==> src/rtl/z80_sys_pkg.sv <==
// rtl/z80_sys_pkg.sv - shared constants and arbiter state encoding for the Z80 memory subsystem
package z80_sys_pkg;

  localparam int STARVE_LIMIT_DEFAULT = 4;

  localparam logic DIR_READ  = 1'b0;
  localparam logic DIR_WRITE = 1'b1;

  typedef enum logic [2:0] {
    ST_IDLE,
    ST_CPU_ISS,
    ST_CPU_CAP,
    ST_DMA_ISS,
    ST_DMA_CAP
  } arb_state_t;

endpackage

==> src/rtl/z80_bus_req_latch.sv <==
// rtl/z80_bus_req_latch.sv - Z80 strobe edge detector and single-entry request latch
module z80_bus_req_latch
  import z80_sys_pkg::*;
(
  input  logic        clk,
  input  logic        reset,
  input  logic        cpu_mreq_n,
  input  logic        cpu_rd_n,
  input  logic        cpu_wr_n,
  input  logic        cpu_rfsh_n,
  input  logic [15:0] cpu_a,
  input  logic [7:0]  cpu_dout,
  input  logic        clear,
  output logic        rise,
  output logic        pend,
  output logic [15:0] req_addr,
  output logic [7:0]  req_wdata,
  output logic        req_we
);

  logic        sel;
  logic        sel_d;
  logic        live_we;
  logic [15:0] lat_addr;
  logic [7:0]  lat_wdata;
  logic        lat_we;

  assign sel     = !cpu_mreq_n && cpu_rfsh_n && (!cpu_rd_n || !cpu_wr_n);
  assign live_we = !cpu_wr_n ? DIR_WRITE : DIR_READ;
  // A second rise while an access is still pending is dropped.
  assign rise    = sel && !sel_d && !pend;

  always_ff @(posedge clk) begin
    if (reset) begin
      sel_d     <= 1'b0;
      pend      <= 1'b0;
      lat_addr  <= '0;
      lat_wdata <= '0;
      lat_we    <= DIR_READ;
    end else begin
      sel_d <= sel;
      if (rise) begin
        pend      <= 1'b1;
        lat_addr  <= cpu_a;
        lat_wdata <= cpu_dout;
        lat_we    <= live_we;
      end else if (clear) begin
        pend <= 1'b0;
      end
    end
  end

  // Bypass lets the arbiter grant in the same cycle the rise is seen.
  assign req_addr  = rise ? cpu_a    : lat_addr;
  assign req_wdata = rise ? cpu_dout : lat_wdata;
  assign req_we    = rise ? live_we  : lat_we;

endmodule

==> src/rtl/z80_mem_arbiter.sv <==
// rtl/z80_mem_arbiter.sv - CPU/DMA arbiter for a single-port synchronous RAM with DMA starvation guard
module z80_mem_arbiter
  import z80_sys_pkg::*;
#(
  parameter int STARVE_LIMIT = STARVE_LIMIT_DEFAULT
) (
  input  logic        clk,
  input  logic        reset,
  input  logic        cpu_mreq_n,
  input  logic        cpu_rd_n,
  input  logic        cpu_wr_n,
  input  logic        cpu_rfsh_n,
  input  logic [15:0] cpu_a,
  input  logic [7:0]  cpu_dout,
  output logic [7:0]  cpu_di,
  output logic        cpu_wait_n,
  input  logic        dma_req,
  input  logic        dma_we,
  input  logic [15:0] dma_addr,
  input  logic [7:0]  dma_wdata,
  output logic        dma_ack,
  output logic [7:0]  dma_rdata,
  output logic        mem_en,
  output logic        mem_we,
  output logic [15:0] mem_addr,
  output logic [7:0]  mem_wdata,
  input  logic [7:0]  mem_rdata
);

  localparam logic [2:0] LIMIT = 3'(STARVE_LIMIT);

  arb_state_t  state;
  arb_state_t  state_nxt;
  logic        cpu_rise;
  logic        cpu_pend;
  logic        cpu_req_we;
  logic [15:0] cpu_req_addr;
  logic [7:0]  cpu_req_wdata;
  logic        cpu_done;
  logic [2:0]  starve_cnt;
  logic        dma_wait;
  logic        grant_cpu;
  logic        grant_dma;

  z80_bus_req_latch u_req_latch (
    .clk        (clk),
    .reset      (reset),
    .cpu_mreq_n (cpu_mreq_n),
    .cpu_rd_n   (cpu_rd_n),
    .cpu_wr_n   (cpu_wr_n),
    .cpu_rfsh_n (cpu_rfsh_n),
    .cpu_a      (cpu_a),
    .cpu_dout   (cpu_dout),
    .clear      (state == ST_CPU_CAP),
    .rise       (cpu_rise),
    .pend       (cpu_pend),
    .req_addr   (cpu_req_addr),
    .req_wdata  (cpu_req_wdata),
    .req_we     (cpu_req_we)
  );

  always_comb begin
    state_nxt = state;
    grant_cpu = 1'b0;
    grant_dma = 1'b0;
    // dma_req is still high in its ack cycle; that must not count as a new request.
    dma_wait  = dma_req && !dma_ack && (state != ST_DMA_ISS) && (state != ST_DMA_CAP);
    unique case (state)
      ST_IDLE: begin
        if ((cpu_pend || cpu_rise) && !(dma_wait && starve_cnt == LIMIT)) begin
          grant_cpu = 1'b1;
          state_nxt = ST_CPU_ISS;
        end else if (dma_wait) begin
          grant_dma = 1'b1;
          state_nxt = ST_DMA_ISS;
        end
      end
      ST_CPU_ISS: state_nxt = ST_CPU_CAP;
      ST_CPU_CAP: state_nxt = ST_IDLE;
      ST_DMA_ISS: state_nxt = ST_DMA_CAP;
      ST_DMA_CAP: state_nxt = ST_IDLE;
      default:    state_nxt = ST_IDLE;
    endcase
  end

  always_ff @(posedge clk) begin
    if (reset) begin
      state      <= ST_IDLE;
      starve_cnt <= '0;
      cpu_done   <= 1'b0;
      mem_en     <= 1'b0;
      mem_we     <= 1'b0;
      mem_addr   <= '0;
      mem_wdata  <= '0;
      cpu_wait_n <= 1'b1;
      cpu_di     <= '0;
      dma_ack    <= 1'b0;
      dma_rdata  <= '0;
    end else begin
      state    <= state_nxt;
      mem_en   <= 1'b0;
      mem_we   <= 1'b0;
      dma_ack  <= 1'b0;
      cpu_done <= (state == ST_CPU_CAP);

      if (!dma_wait || grant_dma)
        starve_cnt <= '0;
      else if (grant_cpu && starve_cnt != LIMIT)
        starve_cnt <= starve_cnt + 3'd1;

      if (grant_cpu) begin
        mem_en    <= 1'b1;
        mem_we    <= cpu_req_we;
        mem_addr  <= cpu_req_addr;
        mem_wdata <= cpu_req_wdata;
      end else if (grant_dma) begin
        mem_en    <= 1'b1;
        mem_we    <= dma_we;
        mem_addr  <= dma_addr;
        mem_wdata <= dma_wdata;
      end

      if (state == ST_CPU_CAP && cpu_req_we == DIR_READ)
        cpu_di <= mem_rdata;

      if (state == ST_DMA_CAP) begin
        dma_ack <= 1'b1;
        if (dma_we == DIR_READ)
          dma_rdata <= mem_rdata;
      end

      // Wait is released one cycle after the captured data is on cpu_di.
      if (cpu_rise)
        cpu_wait_n <= 1'b0;
      else if (cpu_done)
        cpu_wait_n <= 1'b1;
    end
  end

endmodule

==> config.mk <==
export PLATFORM = sky130hd
export DESIGN_NAME = z80_mem_arbiter
export DESIGN_NICKNAME = d
export VERILOG_FILES = /design/src/rtl/z80_sys_pkg.sv /design/src/rtl/z80_bus_req_latch.sv /design/src/rtl/z80_mem_arbiter.sv
export SDC_FILE = /design/constraint.sdc
export NUM_CORES = 1
export LEC_CHECK = 0
export BUFFER_PORTS_ARGS = -buffer_cell sky130_fd_sc_hd__buf_2
export CELL_PAD_IN_SITES_DETAIL_PLACEMENT = 2
export CELL_PAD_IN_SITES_GLOBAL_PLACEMENT = 2
export CORE_ASPECT_RATIO = 0.5
export CORE_MARGIN = 2
export CORE_UTILIZATION = 33
export DETAILED_ROUTE_END_ITERATION = 8
export PLACE_DENSITY_LB_ADDON = 0.1
export SLEW_MARGIN = 20
export SYNTH_ARGS = -nofsm -noshare
export SYNTH_HDL_FRONTEND = slang
export SYNTH_HIERARCHICAL = 1
export SYNTH_SLANG_ARGS = --single-unit
==> constraint.sdc <==
create_clock -name clk -period 4.9 [get_ports clk]
set_input_delay 0.49 -clock clk [delete_from_list [all_inputs] [get_ports clk]]
set_output_delay 0.49 -clock clk [all_outputs]
set_load 0.02 [all_outputs]
======== Word-level counts from Yosys, hierarchy flattened ========
Cells that the tools add are included.
Widths: inputs -> output; s select.
word-level totals
  output and inout port bits .............. 44
  logic and storage cells ................. 81
  register bits after elaboration ......... 78
  input port bits ......................... 64
operators by class
  add/sub/neg operators ................... 1
  mux-type cells .......................... 25
  reduce and logical (&&, ||, !) cells .... 28
  bitwise gates (word level) .............. 2
  equality and inequality tests ........... 9
operator list
  kind                 number
  $mux 16              3
  $mux 8               3
  $mux 1               16
  $logic_and 1x1->1    11
  $ne 3x3->1 const B   3
  $pmux 3 s3           1
  $logic_not 1->1      8
  $eq 3x2->1 const B   2
  $eq 3x3->1 const B   2
  $mux 3               2
  $reduce_bool 2->1    3
  $add 3x1->3 const B  1
  $eq 3x1->1 const B   1
  $logic_not 3->1      1
  $logic_or 1x1->1     3
  $ne 3x2->1 const B   1
  $not 1->1            2
  $reduce_and 2->1     1
  $reduce_or 2->1      1

======== Logic depth before layout (Yosys ltp) ========
Gate-level depths: netlist of run 1.
  depth in word-level cells ............... 11
  mapped depth ............................ 9
  gate-level depth less buffers ........... 6

======== Hierarchy ========
The synthesis of run 1 kept the hierarchy.
modules (own cells, without submodules)
  module             times used  sequential area each (µm²)  cells each  area each (µm²)
  z80_mem_arbiter    1           1021.0                      263         2259.7
  z80_bus_req_latch  1           540.5                       143         1497.7

======== Worst setup path after synthesis of run 1 ========
No wires, ideal clock.
  path type ............................... in2reg
  start point ............................. input cpu_mreq_n
  end point ............................... register mem_addr[14]
  arrival ................................. 2.281 ns
  stages .................................. 9
  slack ................................... 2.531 ns
  buffers on the path ..................... 3
  setup time .............................. 0.088 ns
  data required time ...................... 4.812 ns
  path through ............................ nand2b_1 > a2111oi_4 > buf_4 > or2_2 > o31a_1 > buf_6 > buf_8 > nand3_1 > a311oi_2
on the way
  cells in the longest elaborated chain, start to end .. 10
  elaborated cells on any way between the ends .. 14
  those cells by class .................... 6 x mux; 8 x reduce/logical
RTL lines
  item                                          RTL line                 source
  start, declared                               z80_mem_arbiter.sv:9     input logic cpu_mreq_n,
  $logic_not 1->1 (*)                           z80_bus_req_latch.sv:28  assign sel = !cpu_mreq_n && cpu_rfsh_n && (!cpu_rd_n || !cpu_wr_n);
  $logic_and 1x1->1 (*) (2 in a row)            z80_bus_req_latch.sv:28
  $logic_and 1x1->1 (*) (2 in a row)            z80_bus_req_latch.sv:31  assign rise = sel && !sel_d && !pend;
  net cpu_rise                                  z80_mem_arbiter.sv:34    logic cpu_rise;
  $logic_or 1x1->1                              z80_mem_arbiter.sv:70    if ((cpu_pend || cpu_rise) && !(dma_wait && starve_cnt == LIMIT)) begin
  $logic_and 1x1->1                             z80_mem_arbiter.sv:70
  $mux 1                                        z80_mem_arbiter.sv:70
  $mux 1                                        z80_mem_arbiter.sv:68    unique case (state)
  $mux 16 or $reduce_bool 2->1 (tied branches)  n/a
  end signal, assigned                          z80_mem_arbiter.sv:114   mem_addr <= cpu_req_addr;
  end signal, assigned                          z80_mem_arbiter.sv:119   mem_addr <= dma_addr;
  end, declared                                 z80_mem_arbiter.sv:25    output logic [15:0] mem_addr,
The timed path passes the listed nets; every way through them passes the cells marked *.
A chain may end at the register's enable or synchronous reset.

======== Final worst setup path of run 1 ========
  start point ............................. input cpu_mreq_n
  end point ............................... register mem_addr[11]
on the way
  elaborated cells on any way between the ends .. 14
  those cells by class .................... 6 x mux; 8 x reduce/logical
RTL lines
  item                            RTL line                 source
  $logic_not 1->1                 z80_bus_req_latch.sv:28
  $logic_and 1x1->1 (2 in a row)  z80_bus_req_latch.sv:28
  $logic_and 1x1->1 (2 in a row)  z80_bus_req_latch.sv:31
  net cpu_rise                    z80_mem_arbiter.sv:34
  $mux 16                         n/a
  net cpu_req_addr[11]            z80_mem_arbiter.sv:37    logic [15:0] cpu_req_addr;
  $mux 16                         z80_mem_arbiter.sv:111   if (grant_cpu) begin
The timed path passes the listed nets, and every way through them passes these cells.

==> results of run 1 <==
routing by layer:
layer  global-route usage [%]  up-vias  wire length [um]
li1                         -     1601                 -
met1                     20.4     1581              4640
met2                     34.9       65              5630
met3                     5.81       10               526
met4                     3.80        0                81
met5                        0        -                 0
area by class of cell:
class                           instances  area, um^2  area share, %
Sequential cell                        78        1560           33.4
Inverter                                4        15.0          0.322
Antenna cell                            1        2.50         0.0536
Clock inverter                          4        95.1           2.04
Multi-Input combinational cell        291        2000           42.8
Tap cell                              145         181           3.89
Timing Repair Buffer                  112         573           12.3
Clock buffer                           11         243           5.20
layout by cell type, fill, tap and decap left out, drive strengths merged, types with 2 or more instances in the layout:
cell | synthesis | final
nor2 | 32 | 32
mux2i | 26 | 26
bufinv | 0 | 3
nor2b | 4 | 4
or3 | 2 | 2
a311oi | 24 | 24
a211oi | 2 | 2
nand3 | 24 | 24
nor3b | 3 | 3
buf | 19 | 112
o21ai | 24 | 24
clkbuf | 14 | 11
dfxtp | 78 | 78
nand2b | 51 | 51
a21oi | 18 | 18
nor3 | 4 | 4
mux2 | 25 | 25
or2 | 2 | 2
ha | 2 | 2
inv | 4 | 4
nand2 | 33 | 33
nor4 | 2 | 2
sequential cells by signal (all words and copies together), names as in the netlist:
signal and cells:
mem_en 1, state 3, dma_rdata 8, u_req_latch/lat_addr 16
dma_ack 1, u_req_latch/pend 1, cpu_done 1, mem_addr 16
mem_we 1, cpu_wait_n 1, cpu_di 8, starve_cnt 3
u_req_latch/lat_wdata 8, u_req_latch/lat_we 1, mem_wdata 8, u_req_latch/sel_d 1
where the power goes:
group          switching [mW]  total (mW)  internal, mW
Clock                   0.257       0.765         0.508
Combinational           0.222       0.353         0.130
Sequential             0.0324       0.718         0.686
Total                   0.512        1.84          1.32
path summary, 6_finish.rpt:
kind / start / to / slack (ns) / cells after the start
worst min-delay path: cpu_rd_n / u_req_latch/sel_d / 0.40 / 2
worst min register to register: dma_rdata[6] / dma_rdata[6] / 0.45 / 2
worst max register to register: starve_cnt[0] / mem_addr[11] / 2.50 / 6
worst max-delay path: cpu_mreq_n / mem_addr[11] / 2.43 / 7
metrics by stage:
step | hold slack (ns) | setup WS (ns)
after floorplan | 0.441 | 2.53
after global placement | 0.444 | 2.13
after detailed placement | 0.452 | 2.14
after CTS | 0.392 | 2.43
after global routing | 0.398 | 2.24
final | 0.401 | 2.43
kinds of logic (layout without fill, tap and decap cells):
group	after synthesis	count (layout)	share of synthesized area, %
simple gates	160	160	23.2
mux	51	51	14.4
flops	78	78	41.6
compound gates	77	77	14.6
other cells	0	1	0
xor+xnor	1	1	0.233
buf+inv	37	131	5.29
fa+ha+maj	2	2	0.666
==> flow_metrics.py, run 1 <==
metrics = {
    "run_status": {
        "status": "finished, final reports clean",
    },
    "final_layout": {
        "final_nets": 562,
        "fill_cells": 1282,
        "drive_gt1_share_pct": 33.4,
        "fin_area_um2": 4670,
        "postLayoutCoreUtil_pct": 42.3,
        "syn2layout_area_growth_pct": 24.2,
        "stdcell_count": 646,
    },
    "worst_setup_path": {
        "endpoint_kind": "flop",
        "critPathMaxFanout": 48,
        "crit_family": "compound AO/OA/AOI/OAI gates",
        "worstSetupStartpointType": "input port",
        "path_cells": "buf_2 -> nand2b_1 -> a2111oi_4 -> buf_4 -> mux2_2 -> nand3_2 -> a311oi_1",
        "cp.required_ns": 5.12,
        "cpPeakStageDelay_ns": 0.68,
        "cp_slowest_cell": "buf_4",
        "arrival_ns": 2.69,
        "cp.buffers_inverters": 2,
        "path_class": "input port to flop",
    },
    "synth": {
        "ys_top_cells_by_count": "dfxtp_1, nand2b_1, nand2_1",
        "synth_cells": 406,
        "synth_top_area_cell": "dfxtp_1",
        "yosysWarningCount": 6,
        "post_synth.cell_area_avg_um2": 9.25,
        "ys_ff_latch": 78,
        "postSynth.asyncResetShare_pct": 0,
        "syn_nets": 472,
        "ys.flop_type": "dfxtp_1",
        "syn_area_um2": 3760,
        "synth_seq_area_share_pct": 41.6,
        "synth_most_common_cell": "dfxtp_1",
        "synthTopCellsByArea": "dfxtp_1, nand2b_1, mux2_2",
        "synth_top_area_share_pct": 41.6,
        "synth_edf_count": 0,
        "synth.distinct_cells": 44,
    },
    "place": {
        "io_buffers": 107,
        "dp_cells": 630,
        "place_congestion": 0.704,
        "dp_hpwl_um": 7560,
        "place_area_um2": 4330,
    },
    "sta": {
        "fmax_ghz": 0.404,
        "worst_slew_pin_slew_ns": 1.07,
        "tns_ns": 0,
        "relSlewSlack_pct": 28.8,
        "hold_violations": 0,
        "slew_violations": 0,
        "rsz0062_at_grt": "no",
        "period_share_pct": 50.5,
        "finClkSkew_ns": 0.00544,
        "min_period_ns": 2.47,
        "setup_viol": 0,
    },
    "pwr": {
        "vdd_ir_drop_max_mv": 0.146,
        "leakagePower_nw": 1.86,
        "cellPowerDensity_nw_per_um2": 393,
        "p_total_mw": 1.84,
    },
    "detailed_routing": {
        "drtAntennaViolNets": 0,
        "routed_wl_um": 10900,
        "wl_per_cell_um": 16.8,
        "drc": 0,
        "vias": 3257,
        "drt_iter0_markers": 157,
        "vias_per_cell": 5.04,
        "dr.pass1.iters": 4,
    },
    "floorplan": {
        "ios": 108,
        "dieArea_um2": 12300,
        "rows": 27,
        "start_util_pct": 34.0,
        "die_y_um": 79.5,
        "coreArea_um2": 11000,
        "die_x_um": 155,
    },
    "clock_tree": {
        "root_buffer": "clkbuf_16",
        "worst_skew_pair.late_latency_ns": 0.33,
        "numCtsBuffers": 9,
        "cts_tree": "built",
        "clock-sinks": 78,
        "clk_pin_slew_ns": 0.06,
        "postCtsSetupRepairBufs": 0,
        "hold_buffers": 0,
        "h-tree-depth": 3,
        "cts_resized": 0,
        "clk_path_buf_depth": 2,
    },
    "grt": {
        "track_usage_pct": 18.4,
        "antenna_found_initial": 0,
        "grt_pass1_vias": 3386,
        "grt_pass1_wl_um": 17500,
        "grt_overflow_total": 0,
        "grt_max_degree": 60,
    },
    "hold_path": {
        "min_path_type": "input port to flop",
    },
    "run": {
        "cap_violations": 0,
    },
}
Note: power is estimated with default switching activity, not from simulation.
==> run 2, diff against run 1 <==
- ABC_AREA: default -> 1
- CORE_UTILIZATION: 33 -> 28
- clock period: 4.9 -> 2.4 ns (I/O delays scaled with it)
==> run 2 against run 1 <==
Clock skew increased by 0.0018 ns; via count increased by 18%; first-iteration DRC count decreased by 47%; flip-flop and latch count unchanged; wire length increased by 7.2%; largest cell class unchanged; largest power group is now sequential cells.
==> flow_metrics.py, run 2 <==
metrics = {
    "synth": {
        "synth_seq_area_share_pct": 40.3,
        "ys_top_cells_by_count": "inv_1, nand2_1, nor2_1",
        "syn_area_um2": 3870,
        "ys_ff_latch": 78,
        "synth_top_family_by_area": "simple AND/OR/NAND/NOR gates",
        "synth_top_area_cell": "dfxtp_1",
        "postSynth.asyncResetShare_pct": 0,
        "synth_compound_area_share_pct": 4.88,
        "synth_cells": 574,
        "post_synth.cell_area_avg_um2": 6.75,
        "ys.flop_type": "dfxtp_1",
        "synth_edf_count": 0,
        "yosys.area_share.simple_pct": 35.2,
        "yosysWarningCount": 6,
        "synth-adder-area-share_pct": 0.646,
        "synth_top_area_share_pct": 40.3,
        "synth_mux_area_share_pct": 0,
        "synthTopCellsByArea": "dfxtp_1, inv_1, nand2_1",
        "synthXorXnorAreaFrac_pct": 0,
        "synth_most_common_cell": "inv_1",
        "synth.distinct_cells": 28,
        "syn_nets": 640,
    },
    "sta": {
        "rsz0062_at_grt": "no",
        "worst_slew_pin_slew_ns": 0.642,
        "period_share_pct": 75.6,
        "min_period_ns": 1.81,
        "setup_viol": 0,
        "tns_ns": 0,
        "hold_violations": 0,
        "fmax_ghz": 0.551,
        "relSlewSlack_pct": 57.2,
        "finClkSkew_ns": 0.00720,
        "slew_violations": 0,
    },
    "floorplan": {
        "start_util_pct": 28.7,
        "die_y_um": 87.2,
        "dieArea_um2": 14800,
        "coreArea_um2": 13500,
        "ios": 108,
        "die_x_um": 170,
        "rows": 30,
    },
    "final_layout": {
        "fill_cells": 1680,
        "fin_area_um2": 4740,
        "syn2layout_area_growth_pct": 22.4,
        "final_common_cell": "inv_1",
        "multi_input_area_um2": 1580,
        "final_nets": 736,
        "drive_gt1_share_pct": 22.0,
        "n_antenna_cell": 0,
        "regArea_um2": 1560,
        "final_cell_mix": "inv_1, nand2_1, buf_2, nor2_1, dfxtp_1",
        "reg_top3": "mem_addr x16, u_req_latch/lat_addr x16",
    },
    "pwr": {
        "p_total_mw": 3.64,
        "cellPowerDensity_nw_per_um2": 766,
        "vdd_ir_drop_max_mv": 0.250,
        "leakagePower_nw": 2.68,
    },
    "worst_setup_path": {
        "r2r-start": "u_req_latch/pend",
        "critPathMaxFanout": 24,
        "endpoint_kind": "flop",
        "cp.required_ns": 2.64,
        "arrival_ns": 2.06,
        "worstSetupStartpointType": "flop",
        "rr_worst_depth": 10,
        "r2r-end": "mem_addr[3]",
        "path_class": "flop to flop",
        "r2r_setup_slack_ns": 0.59,
    },
    "hold_path": {
        "holdPathStages": 3,
        "min_path_type": "input port to flop",
        "whs_endpoint": "cpu_di[0]",
        "hold_start": "mem_rdata[0]",
    },
    "grt": {
        "grt_max_degree": 57,
        "grt_pass1_wl_um": 19600,
        "antenna_found_initial": 0,
        "grt_pass1_vias": 4072,
        "track_usage_pct": 16.9,
        "grt_overflow_total": 0,
    },
    "clock_tree": {
        "clock-sinks": 78,
        "worst_skew_pair.late_latency_ns": 0.34,
        "root_buffer": "clkbuf_16",
        "cts_tree": "built",
        "hold_buffers": 0,
        "cts_resized": 0,
        "clk_path_buf_depth": 2,
        "h-tree-depth": 3,
        "postCtsSetupRepairBufs": 0,
        "clk_pin_slew_ns": 0.06,
        "numCtsBuffers": 9,
    },
    "detailed_routing": {
        "dr.pass1.iters": 4,
        "drc": 0,
        "vias": 3847,
        "drt_iter0_markers": 83,
        "drtAntennaViolNets": 0,
        "vias_per_cell": 4.53,
        "routed_wl_um": 11700,
        "wl_per_cell_um": 13.7,
    },
    "place": {
        "place_congestion": 0.725,
        "dp_hpwl_um": 8440,
        "io_buffers": 107,
        "place_area_um2": 4470,
    },
    "run": {
        "cap_violations": 0,
    },
    "run_status": {
        "status": "finished, final reports clean",
    },
}
[run 2: logic make-up after synthesis]
logic type | count (synthesis)
AOI/OAI and AO/OA | 34
adders and majority gates | 2
buffers and inverters | 161
DFF | 78
and+or+nand+nor | 299
[run 2: critical path: stages (launching register included)]
cell	delay, ns
dfxtp_1	0.34
nor2_4	0.15
nand3_4	0.08
inv_1	0.06
inv_1	0.05
nand2_1	0.18
nand3_2	0.44
nand2_1	0.19
nand3_1	0.09
nand2_1	0.07
inv_1	0.04
[run 2: per-stage QoR]
stage | hold slack, ns | setup slack, ns | util [%] | instances
floorplan | 0.375 | 0.643 | - | 574
global placement | 0.435 | 0.516 | 33.1 | 835
detailed placement | 0.439 | 0.505 | 33.1 | 835
CTS | 0.129 | 0.502 | 35.1 | 850
global route | 0.147 | 0.320 | 35.1 | 850
finish | 0.134 | 0.586 | 35.1 | 850
[run 2: metal layers]
metal	up-vias	track usage, %	part of all wire (%)
li1	1933	-	-
met1	1841	19.7	46
met2	62	30.9	49
met3	11	4.91	4.7
met4	0	3.96	0.99
met5	-	0	0
[run 2: layout make-up]
type | instances | share of cell area (%)
clock buffer | 10 | 5.04
inverter | 129 | 10.2
multi-input combinational | 335 | 33.3
clock inverter | 5 | 0.765
timing repair buffer | 117 | 13.1
sequential | 78 | 32.9
tap | 176 | 4.64
[run 2: worst max path at each step]
stage / from / to
6_report: u_req_latch/pend / mem_addr[3]
5_1_grt: starve_cnt[0] / mem_wdata[1]
4_1_cts: starve_cnt[0] / mem_addr[11]
3_5_place_dp: cpu_rfsh_n / mem_addr[3]
3_3_place_gp: cpu_rfsh_n / mem_addr[7]
2_1_floorplan: u_req_latch/pend / mem_addr[2]
[run 2: power breakdown]
part	switching, mW	total, mW	internal [mW]
Combinational	0.578	0.866	0.287
Clock	0.566	1.29	0.723
Sequential	0.0594	1.48	1.42
